===== config.mk =====
export PLATFORM = sky130hd
export DESIGN_NAME = cheat_code_loader
export DESIGN_NICKNAME = d
export VERILOG_FILES = /design/src/rtl/nes_cheat_pkg.sv /design/src/rtl/cheat_record_asm.sv /design/src/rtl/cheat_code_loader.sv
export SDC_FILE = /design/constraint.sdc
export NUM_CORES = 1
export LEC_CHECK = 0
export CORE_MARGIN = 2
export CORE_UTILIZATION = 40
export CTS_BUF_LIST = sky130_fd_sc_hd__clkbuf_8 sky130_fd_sc_hd__clkbuf_16
export CTS_CLUSTER_DIAMETER = 100
export DETAILED_ROUTE_END_ITERATION = 6
export PLACE_DENSITY = 0.61
export SKIP_LAST_GASP = 1
export SYNTH_ARGS = -nofsm -noshare
export SYNTH_HDL_FRONTEND = slang
export SYNTH_SLANG_ARGS = --single-unit

===== constraint.sdc =====
create_clock -name clk -period 2.76 [get_ports clk]
set_clock_uncertainty 0.2 [all_clocks]
set_input_delay 0.552 -clock clk [delete_from_list [all_inputs] [get_ports clk]]
set_output_delay 0.552 -clock clk [all_outputs]
set_load 0.03 [all_outputs]

===== src/rtl/nes_cheat_pkg.sv =====
// Shared definitions for the NES cheat path: code word layout, record size and
// loader states. The Genie ROM decoder and the code table reuse the field positions.
package nes_cheat_pkg;

    localparam int CODE_W       = 38;
    localparam int STROBE_BIT   = 37;
    localparam int INDEX_HI     = 36;
    localparam int INDEX_LO     = 33;
    localparam int ENABLE_BIT   = 32;
    localparam int CMP_EN_BIT   = 31;
    localparam int ADDR_HI      = 30;
    localparam int ADDR_LO      = 16;
    localparam int COMPARE_HI   = 15;
    localparam int COMPARE_LO   = 8;
    localparam int REPLACE_HI   = 7;
    localparam int REPLACE_LO   = 0;

    localparam int RECORD_BYTES = 16;

    typedef enum logic [1:0] {
        IDLE,
        CLEAR,
        EMIT
    } state_e;

    typedef struct packed {
        logic        cmp_en;
        logic [14:0] addr;
        logic [7:0]  compare;
        logic [7:0]  replace;
    } cheat_rec_t;

    function automatic logic [CODE_W-1:0] pack_code(input logic [3:0] idx,
                                                    input logic en,
                                                    input cheat_rec_t rec);
        logic [CODE_W-1:0] c;
        c                          = '0;
        c[STROBE_BIT]              = 1'b1;
        c[INDEX_HI:INDEX_LO]       = idx;
        c[ENABLE_BIT]              = en;
        c[CMP_EN_BIT]              = rec.cmp_en;
        c[ADDR_HI:ADDR_LO]         = rec.addr;
        c[COMPARE_HI:COMPARE_LO]   = rec.compare;
        c[REPLACE_HI:REPLACE_LO]   = rec.replace;
        return c;
    endfunction

endpackage


===== src/rtl/cheat_record_asm.sv =====
// Collects download bytes into 16-byte cheat records and flags each completed
// record as valid (PRG address) or bad in the cycle its last byte arrives.
module cheat_record_asm
    import nes_cheat_pkg::*;
(
    input  logic       clk,
    input  logic       reset,
    input  logic       dl_start,
    input  logic       dl_wr,
    input  logic [7:0] dl_data,
    input  logic       dl_done,
    output logic       rec_valid,
    output logic       rec_bad,
    output cheat_rec_t rec
);

    localparam int CNT_W = $clog2(RECORD_BYTES);
    localparam int BUF_W = RECORD_BYTES * 8;

    logic [CNT_W-1:0] cnt_q, cnt_d;
    logic [BUF_W-1:0] buf_q, buf_d;
    logic             rec_done;
    logic             unused_bits;

    always_comb begin
        cnt_d = cnt_q;
        buf_d = buf_q;
        if (dl_wr && !dl_start) begin
            buf_d[{cnt_q, 3'b000} +: 8] = dl_data;
            cnt_d                       = cnt_q + 1'b1;
        end
        // A completing byte wraps the counter to 0 anyway, so done only drops partials.
        if (dl_start || dl_done) begin
            cnt_d = '0;
        end
    end

    always_ff @(posedge clk) begin
        if (reset) begin
            cnt_q <= '0;
            buf_q <= '0;
        end else begin
            cnt_q <= cnt_d;
            buf_q <= buf_d;
        end
    end

    // The final byte is replace[31:24], which is discarded, so fields come from buf_q alone.
    assign rec_done    = dl_wr && !dl_start && (cnt_q == CNT_W'(RECORD_BYTES - 1));
    assign rec.cmp_en  = buf_q[0];
    assign rec.addr    = buf_q[46:32];
    assign rec.compare = buf_q[71:64];
    assign rec.replace = buf_q[103:96];
    assign rec_valid   = rec_done && buf_q[47];
    assign rec_bad     = rec_done && !buf_q[47];

    assign unused_bits = ^{buf_q[31:1], buf_q[63:48], buf_q[95:72], buf_q[127:104]};

endmodule


===== src/rtl/cheat_code_loader.sv =====
// Turns downloaded cheat records into geniecodes slot strobes: a clear sweep on
// dl_start, then one strobe per accepted record, all outputs registered.
module cheat_code_loader
    import nes_cheat_pkg::*;
#(
    parameter int MAX_CODES = 9
) (
    input  logic              clk,
    input  logic              reset,
    input  logic              dl_start,
    input  logic              dl_wr,
    input  logic [7:0]        dl_data,
    input  logic              dl_done,
    output logic [CODE_W-1:0] code,
    output logic              busy,
    output logic [4:0]        code_count,
    output logic              overflow,
    output logic              bad_record
);

    localparam logic [4:0] MAX_W    = 5'(MAX_CODES);
    localparam logic [4:0] LAST_IDX = 5'(MAX_CODES - 1);

    logic              rec_valid, rec_bad;
    cheat_rec_t        rec;

    state_e            state_q, state_d;
    logic [4:0]        clr_idx_q, clr_idx_d;
    logic              pend_vld_q, pend_vld_d;
    cheat_rec_t        pend_q, pend_d;
    logic [CODE_W-1:0] code_q, code_d;
    logic              busy_q, busy_d;
    logic [4:0]        count_q, count_d;
    logic              ovf_q, ovf_d;
    logic              bad_q, bad_d;
    logic              clr_strobe, take;
    cheat_rec_t        take_rec;

    cheat_record_asm u_asm (
        .clk       (clk),
        .reset     (reset),
        .dl_start  (dl_start),
        .dl_wr     (dl_wr),
        .dl_data   (dl_data),
        .dl_done   (dl_done),
        .rec_valid (rec_valid),
        .rec_bad   (rec_bad),
        .rec       (rec)
    );

    always_comb begin
        state_d    = state_q;
        clr_idx_d  = clr_idx_q;
        pend_vld_d = pend_vld_q;
        pend_d     = pend_q;
        count_d    = count_q;
        ovf_d      = ovf_q;
        bad_d      = bad_q;
        code_d     = '0;
        clr_strobe = 1'b0;
        take       = 1'b0;
        take_rec   = rec;

        case (state_q)
            CLEAR: begin
                code_d     = pack_code(clr_idx_q[3:0], 1'b0, '0);
                clr_strobe = 1'b1;
                clr_idx_d  = clr_idx_q + 5'd1;
                if (clr_idx_q == LAST_IDX) state_d = IDLE;
                if (rec_valid) begin
                    pend_vld_d = 1'b1;
                    pend_d     = rec;
                end
            end
            default: begin
                state_d = IDLE;
                if (pend_vld_q) begin
                    take       = 1'b1;
                    take_rec   = pend_q;
                    pend_vld_d = 1'b0;
                end else if (rec_valid) begin
                    take = 1'b1;
                end
            end
        endcase

        if (take) begin
            if (count_q == MAX_W) begin
                ovf_d = 1'b1;
            end else begin
                code_d  = pack_code(count_q[3:0], 1'b1, take_rec);
                count_d = count_q + 5'd1;
                state_d = EMIT;
            end
        end

        if (rec_bad) bad_d = 1'b1;

        // Slot 0 is strobed on the start edge itself so the sweep ends at t+MAX_CODES.
        if (dl_start) begin
            state_d    = (MAX_CODES > 1) ? CLEAR : IDLE;
            clr_idx_d  = 5'd1;
            code_d     = pack_code(4'd0, 1'b0, '0);
            clr_strobe = 1'b1;
            pend_vld_d = 1'b0;
            count_d    = '0;
            ovf_d      = 1'b0;
            bad_d      = 1'b0;
        end

        busy_d = clr_strobe || pend_vld_d;
    end

    always_ff @(posedge clk) begin
        if (reset) begin
            state_q    <= IDLE;
            clr_idx_q  <= '0;
            pend_vld_q <= 1'b0;
            pend_q     <= '0;
            code_q     <= '0;
            busy_q     <= 1'b0;
            count_q    <= '0;
            ovf_q      <= 1'b0;
            bad_q      <= 1'b0;
        end else begin
            state_q    <= state_d;
            clr_idx_q  <= clr_idx_d;
            pend_vld_q <= pend_vld_d;
            pend_q     <= pend_d;
            code_q     <= code_d;
            busy_q     <= busy_d;
            count_q    <= count_d;
            ovf_q      <= ovf_d;
            bad_q      <= bad_d;
        end
    end

    assign code       = code_q;
    assign busy       = busy_q;
    assign code_count = count_q;
    assign overflow   = ovf_q;
    assign bad_record = bad_q;

endmodule


# Word level (Yosys, flattened, before mapping)
# Cells that the tools add are included.
dict set report totals {
  reg_bits 218
  in_bits 13
  output_inout_bits 46
  wordCells 64
}
dict set report op_classes {
  n_addsub 4
  eq_ne 4
  shifts 2
  mux 22
  bitwise_logic 1
  reduce_logical 14
}
# cell count
set op_table {}
lappend op_table {{38-bit two-way mux} 4}
lappend op_table {{128-bit bitwise mux} 1}
lappend op_table {{8-bit by 9-bit variable shift with 128-bit output (first input constant)} 1}
lappend op_table {{8-bit by 9-bit indexed part select with 128-bit output} 1}
lappend op_table {{32-bit two-way mux} 2}
lappend op_table {{1-bit two-way mux} 11}
lappend op_table {{5-bit by 1-bit adder with 5-bit output (second input constant)} 2}
lappend op_table {{5-bit by 4-bit equality test with 1-bit output (second input constant)} 2}
lappend op_table {{7-bit negation with 9-bit output} 1}
lappend op_table {{2-bit two-way mux} 4}
lappend op_table {{2-bit AND reduction} 3}
lappend op_table {{4-bit by 1-bit adder with 4-bit output (second input constant)} 1}
lappend op_table {{4-bit equality test (second input constant)} 1}
lappend op_table {{1-bit logical AND} 4}
lappend op_table {{2-bit OR reduction} 2}
lappend op_table {{2-bit by 1-bit equality test with 1-bit output (second input constant)} 1}
lappend op_table {{1-bit zero test} 2}
lappend op_table {{1-bit logical OR} 2}
lappend op_table {{2-bit nonzero test} 1}
lappend op_table {{1-bit inverter} 1}

# Logic depth before layout (Yosys ltp)
dict set report logic_depth {
  ltp_word 9
  ltp_mapped 8
  mapped_depth_nobuf 6
}

# Modules after synthesis
# Synthesis repeated with hierarchy kept, for this count alone.
dict set report hier_totals {
  hier_cells 600
  hier_area_um2 5231.3
}
# module n_inst cells_each area_per_inst_um2 seq_area_each_um2
set by_module_without_submodules {}
lappend by_module_without_submodules {cheat_code_loader 1 394 3299.4 1721.7}
lappend by_module_without_submodules {cheat_record_asm 1 206 1931.9 740.7}

# Least setup slack after synthesis
# OpenSTA, ideal clock, no wires.
dict set report synth_path {
  kind {register to register}
  start {register u_asm.cnt_q[0]}
  end {register u_asm.buf_q[36]}
  setup_ns 0.069
  arrival_time_ns 1.977
  required_time_ns 2.491
  setup_slack_ns 0.514
  path_stages_with_launch 8
  n_path_buf 1
  period_less_slack_ns 2.246
  path_cell_list {dfxtp_1 buf_2 inv_1 ha_1 or4b_1 o221a_4 or4_1 o21ai_1}
}
dict set report synth_between {
  elab_chain_cells 3
  word_cells_on_any_way 4
  classes_between {add/sub (1); shift (2); mux (1)}
}
# element line
set synth_rtl {}
lappend synth_rtl {{start, declared} cheat_record_asm.sv:20} ;# logic [CNT_W-1:0] cnt_q, cnt_d;
lappend synth_rtl {{start signal, assigned} cheat_record_asm.sv:43} ;# cnt_q <= cnt_d;
lappend synth_rtl {{7-bit negation with 9-bit output (*)} cheat_record_asm.sv:29} ;# buf_d[{cnt_q, 3'b000} +: 8] = dl_data;
lappend synth_rtl {{8-bit by 9-bit indexed part select with 128-bit output or 8-bit by 9-bit variable shift with 128-bit output (tied branches)} cheat_record_asm.sv:29}
lappend synth_rtl {{128-bit bitwise mux (*)} cheat_record_asm.sv:29}
lappend synth_rtl {{end signal, assigned} cheat_record_asm.sv:44} ;# buf_q <= buf_d;
lappend synth_rtl {{end, declared} cheat_record_asm.sv:21} ;# logic [BUF_W-1:0] buf_q, buf_d;
# Mark *: on every way between the ends. The rest lies on a longest branch, timed or not.
# A chain may end at the register's enable or synchronous reset.

# Worst setup path in the final report
dict set report layout_path {
  start {register u_asm.cnt_q[1]}
  end {register u_asm.buf_q[38]}
}
# Same word-level chain as after synthesis.

==> flow_summary_export.csv <==
group,metric,value,unit
die,core-area,12010,um2
cells_and_area,multi_input_area,2238,um2
cells_and_area,drive_above_1_share,13.53,%
cells_and_area,fillCellCount,1139,
die,start_util,40.95,%
place,post-dp-hpwl,7466,um
critical_path,cp-endpoint,"u_asm.buf_q[38]$_SDFFE_PP0P_",
cells_and_area,area.growth.synth_to_final,26.43,%
synth,netlist_area,4918,um2
synth,synthMuxAreaShare,1.882,%
cells_and_area,final_area,6218,um2
synth,synth_compound_area_share,16.87,%
sta,postLayoutSetupSlackWorst,349.2,ps
clocking,cts-htree-levels,4,
clocking,root_buffer,"clkbuf_16",
grt,grt_pass1_wl,18880,um
synth,yosys.area_share.simple,23.53,%
synth,synth_top_area_cell,"dfxtp_1",
synth,synth_edf_count,0,
place,placed_cell_area,5674,um2
drt,wirelength,11170,um
grt,grt_use_total,18.10,%
synth,synth_cell_types,53,
die,fp.dieArea,13200,um2
critical_path,cpMaxStageDelayCell,"or4_1",
synth,yosysMostFrequentCell,"nand2_1",
place,place.gp.congestion,0.8296,
synth,synth-xor-area-share,1.425,%
min_path,hold_class,"register to register",
grt,antenna_found_initial,0,
cells_and_area,n_antenna_cell,0,
outcome,run_status,"complete, no violations",
grt,gr-total-overflow,0,
grt,grt_max_degree,55,
critical_path,crit_start,"u_asm.cnt_q[1]$_SDFFE_PP0N_",
cells_and_area,fin_nets,652,
clocking,postCtsSetupRepairBufs,0,
synth,synthCells,575,
sta,drv_slew,0,
clocking,hold_buffers,0,
grt,top_usage_layer,"met2",
synth,async_flop_share,0,%
drt,postRouteAntennaNets,0,
power,p_leak,2.020,nW
synth,synth_top_cell_area_share,50.06,%
synth,synth_seq_cells,123,
drt,routedWlPerCell,14.14,um
clocking,path_clk_slew,50,ps
critical_path,crit_chain,"inv_1 > ha_1 > or4b_1 > o221a_4 > or4_1 > o21ai_1",
synth,yosys_warnings,0,
synth,synth_area_leaders,"dfxtp_1 (50%), nand2_1 (11%), a21oi_1 (5.8%), a21oi_2 (5.0%), nand2b_1 (2.7%)",
power,powerDensity,631.4,nW/um2
place,dp_slack,33.71,ps
synth,synth_fa_ha_area_share,1.781,%
clocking,cts_buffers,17,
sta,worst_pin_slew,603.8,ps
cells_and_area,register_area,2462,um2
sta,fmax,414.8,MHz
sta,fin_crit,2411,ps
grt,grt_pass1_vias,3913,
clocking,clock_path_buffers,2,
sta,rsz0062_at_grt,"false",
drt,drc,0,
critical_path,crit_path_start_kind,"register",
die,die_y,114.9,um
critical_path,cp-end-kind,"register",
job,drv_cap,0,
synth,avgSynthCellArea,8.554,um2
critical_path,worstPathMaxFanout,7,
critical_path,reg2reg_depth,6,
critical_path,cp_data_arrival_time,2560,ps
drt,drt_iter0_drc,255,
critical_path,path_buf_inv,1,
grt,met1_usage,22.17,%
synth,synth-seq-area-share,50.06,%
critical_path,crit_required,2910,ps
critical_path,timing.rr.end,"u_asm.buf_q[38]$_SDFFE_PP0P_",
clocking,cts_resized,0,
synth,yosys-top-cells-count,"nand2_1 (144), dfxtp_1 (123), a21oi_1 (57)",
die,placementRows,40,
min_path,min_path_cells,2,
sta,final-setup-viol-count,0,
drt,dr.pass1.iters,4,
synth,synthFlopType,"dfxtp_1",
grt,grt_use_met3,5.430,%
drt,vias,4064,
synth,synth_nets,595,
clocking,clk_latency,410,ps
critical_path,critPathMaxStageDelay,530,ps
critical_path,timing.rr.start,"u_asm.cnt_q[1]$_SDFFE_PP0N_",
sta,tns,0,ps
drt,viasPerCell,5.144,
grt,use_met2,29.65,%
die,die_w,114.9,um
critical_path,path_class,"register to register",
sta,final.period_utilization,87.35,%
sta,relSlewSlack,59.20,%
die,ioPinCount,59,
critical_path,path_delay_family,"simple AND/OR/NAND/NOR gates",
clocking,cts_tree,"done",
sta,hold_viol,0,
clocking,clock_sinks,123,
critical_path,cp.depth,6,
critical_path,ff2ff_setup_slack,350,ps
place,port_buffers,58,
synth,synth_top_family_by_area,"simple AND/OR/NAND/NOR gates",
power,ir_worst_vdd,0.3382,mV
-- layout make-up --
class	instances	area share, %
Sequential cell	123	39.60
Multi-Input combinational cell	403	36.00
Timing Repair Buffer	76	12.03
Clock buffer	20	7.505
Tap cell	147	2.958
Clock inverter	10	1.247
Inverter	11	0.6640
-- cell usage in the layout (no fill, tap or decap), drive strengths merged, types with 7 or more instances in the layout --
master	instances
a21oi	85
buf	19
clkbuf	20
clkdlybuf4s50	57
dfxtp	123
ha	7
inv	13
mux2i	7
nand2	144
nand2b	21
nand3	21
nor2	19
nor3	9
o21ai	28
-- worst min-delay path by stage --
stage / from / end / slack (ps)
floorplan: pend_q[4]$_SDFFE_PP0P_ / code[4]$_SDFF_PP0_ / 230
global placement: pend_q[7]$_SDFFE_PP0P_ / code[7]$_SDFF_PP0_ / 240
detailed placement: pend_q[28]$_SDFFE_PP0P_ / pend_q[28]$_SDFFE_PP0P_ / 250
CTS: pend_q[14]$_SDFFE_PP0P_ / pend_q[14]$_SDFFE_PP0P_ / 260
global route: pend_q[12]$_SDFFE_PP0P_ / pend_q[12]$_SDFFE_PP0P_ / 270
finish: pend_q[13]$_SDFFE_PP0P_ / code[13]$_SDFF_PP0_ / 250
-- tightest hold or removal path, delay by kind of cell (launching register included) --
kind            cells  cell delay (ps)
simple gates        1               60
compound gates      1               40
flops               1              300
-- stage by stage --
| step | hold slack [ps] | power [mW] | instances | util [%] |
|---|---|---|---|---|
| detailed placement | 248.0 | 1.950 | 760 | 47.24 |
| global placement | 240.0 | 1.949 | 760 | 47.24 |
| CTS | 255.5 | 3.976 | 790 | 51.77 |
| finish | 252.9 | 3.926 | 790 | 51.77 |
| global route | 269.6 | 4.076 | 790 | 51.77 |
| floorplan | 232.1 | 1.891 | 575 | - |
-- report_power, final --
| group | leakage (nW) | switching [mW] | total [mW] | internal [mW] |
|---|---|---|---|---|
| registers | 0.992 | 0.00511 | 1.79 | 1.78 |
| logic | 0.753 | 0.0755 | 0.124 | 0.0484 |
| clock network | 0.276 | 0.733 | 2.01 | 1.28 |
| total | 2.02 | 0.814 | 3.93 | 3.11 |
-- logic make-up after synthesis --
| group | count (synthesis) |
|---|---|
| flip-flops | 123 |
| adder cells (fa/ha/maj) | 7 |
| XOR/XNOR | 8 |
| AO/OA/AOI/OAI | 130 |
| buffers and inverters | 49 |
| multiplexers | 9 |
| AND/OR/NAND/NOR | 249 |
-- sequential cells by signal (all words and copies together) (netlist names) --
| signal | flops |
|---|---|
| u_asm.cnt_q | 4 |
| code | 38 |
| pend_q | 32 |
| clr_idx_q | 5 |
| bad_record | 1 |
| overflow | 1 |
| code_count | 5 |
| busy | 1 |
| state_q | 2 |
| pend_vld_q | 1 |
| u_asm.buf_q | 33 |
-- routing by layer --
metal	vias to the layer above	routed length, um
li1	2055	-
met1	1885	5088
met2	105	5332
met3	19	532
met4	0	218
met5	-	0
Power figures use the tool's default switching activity.
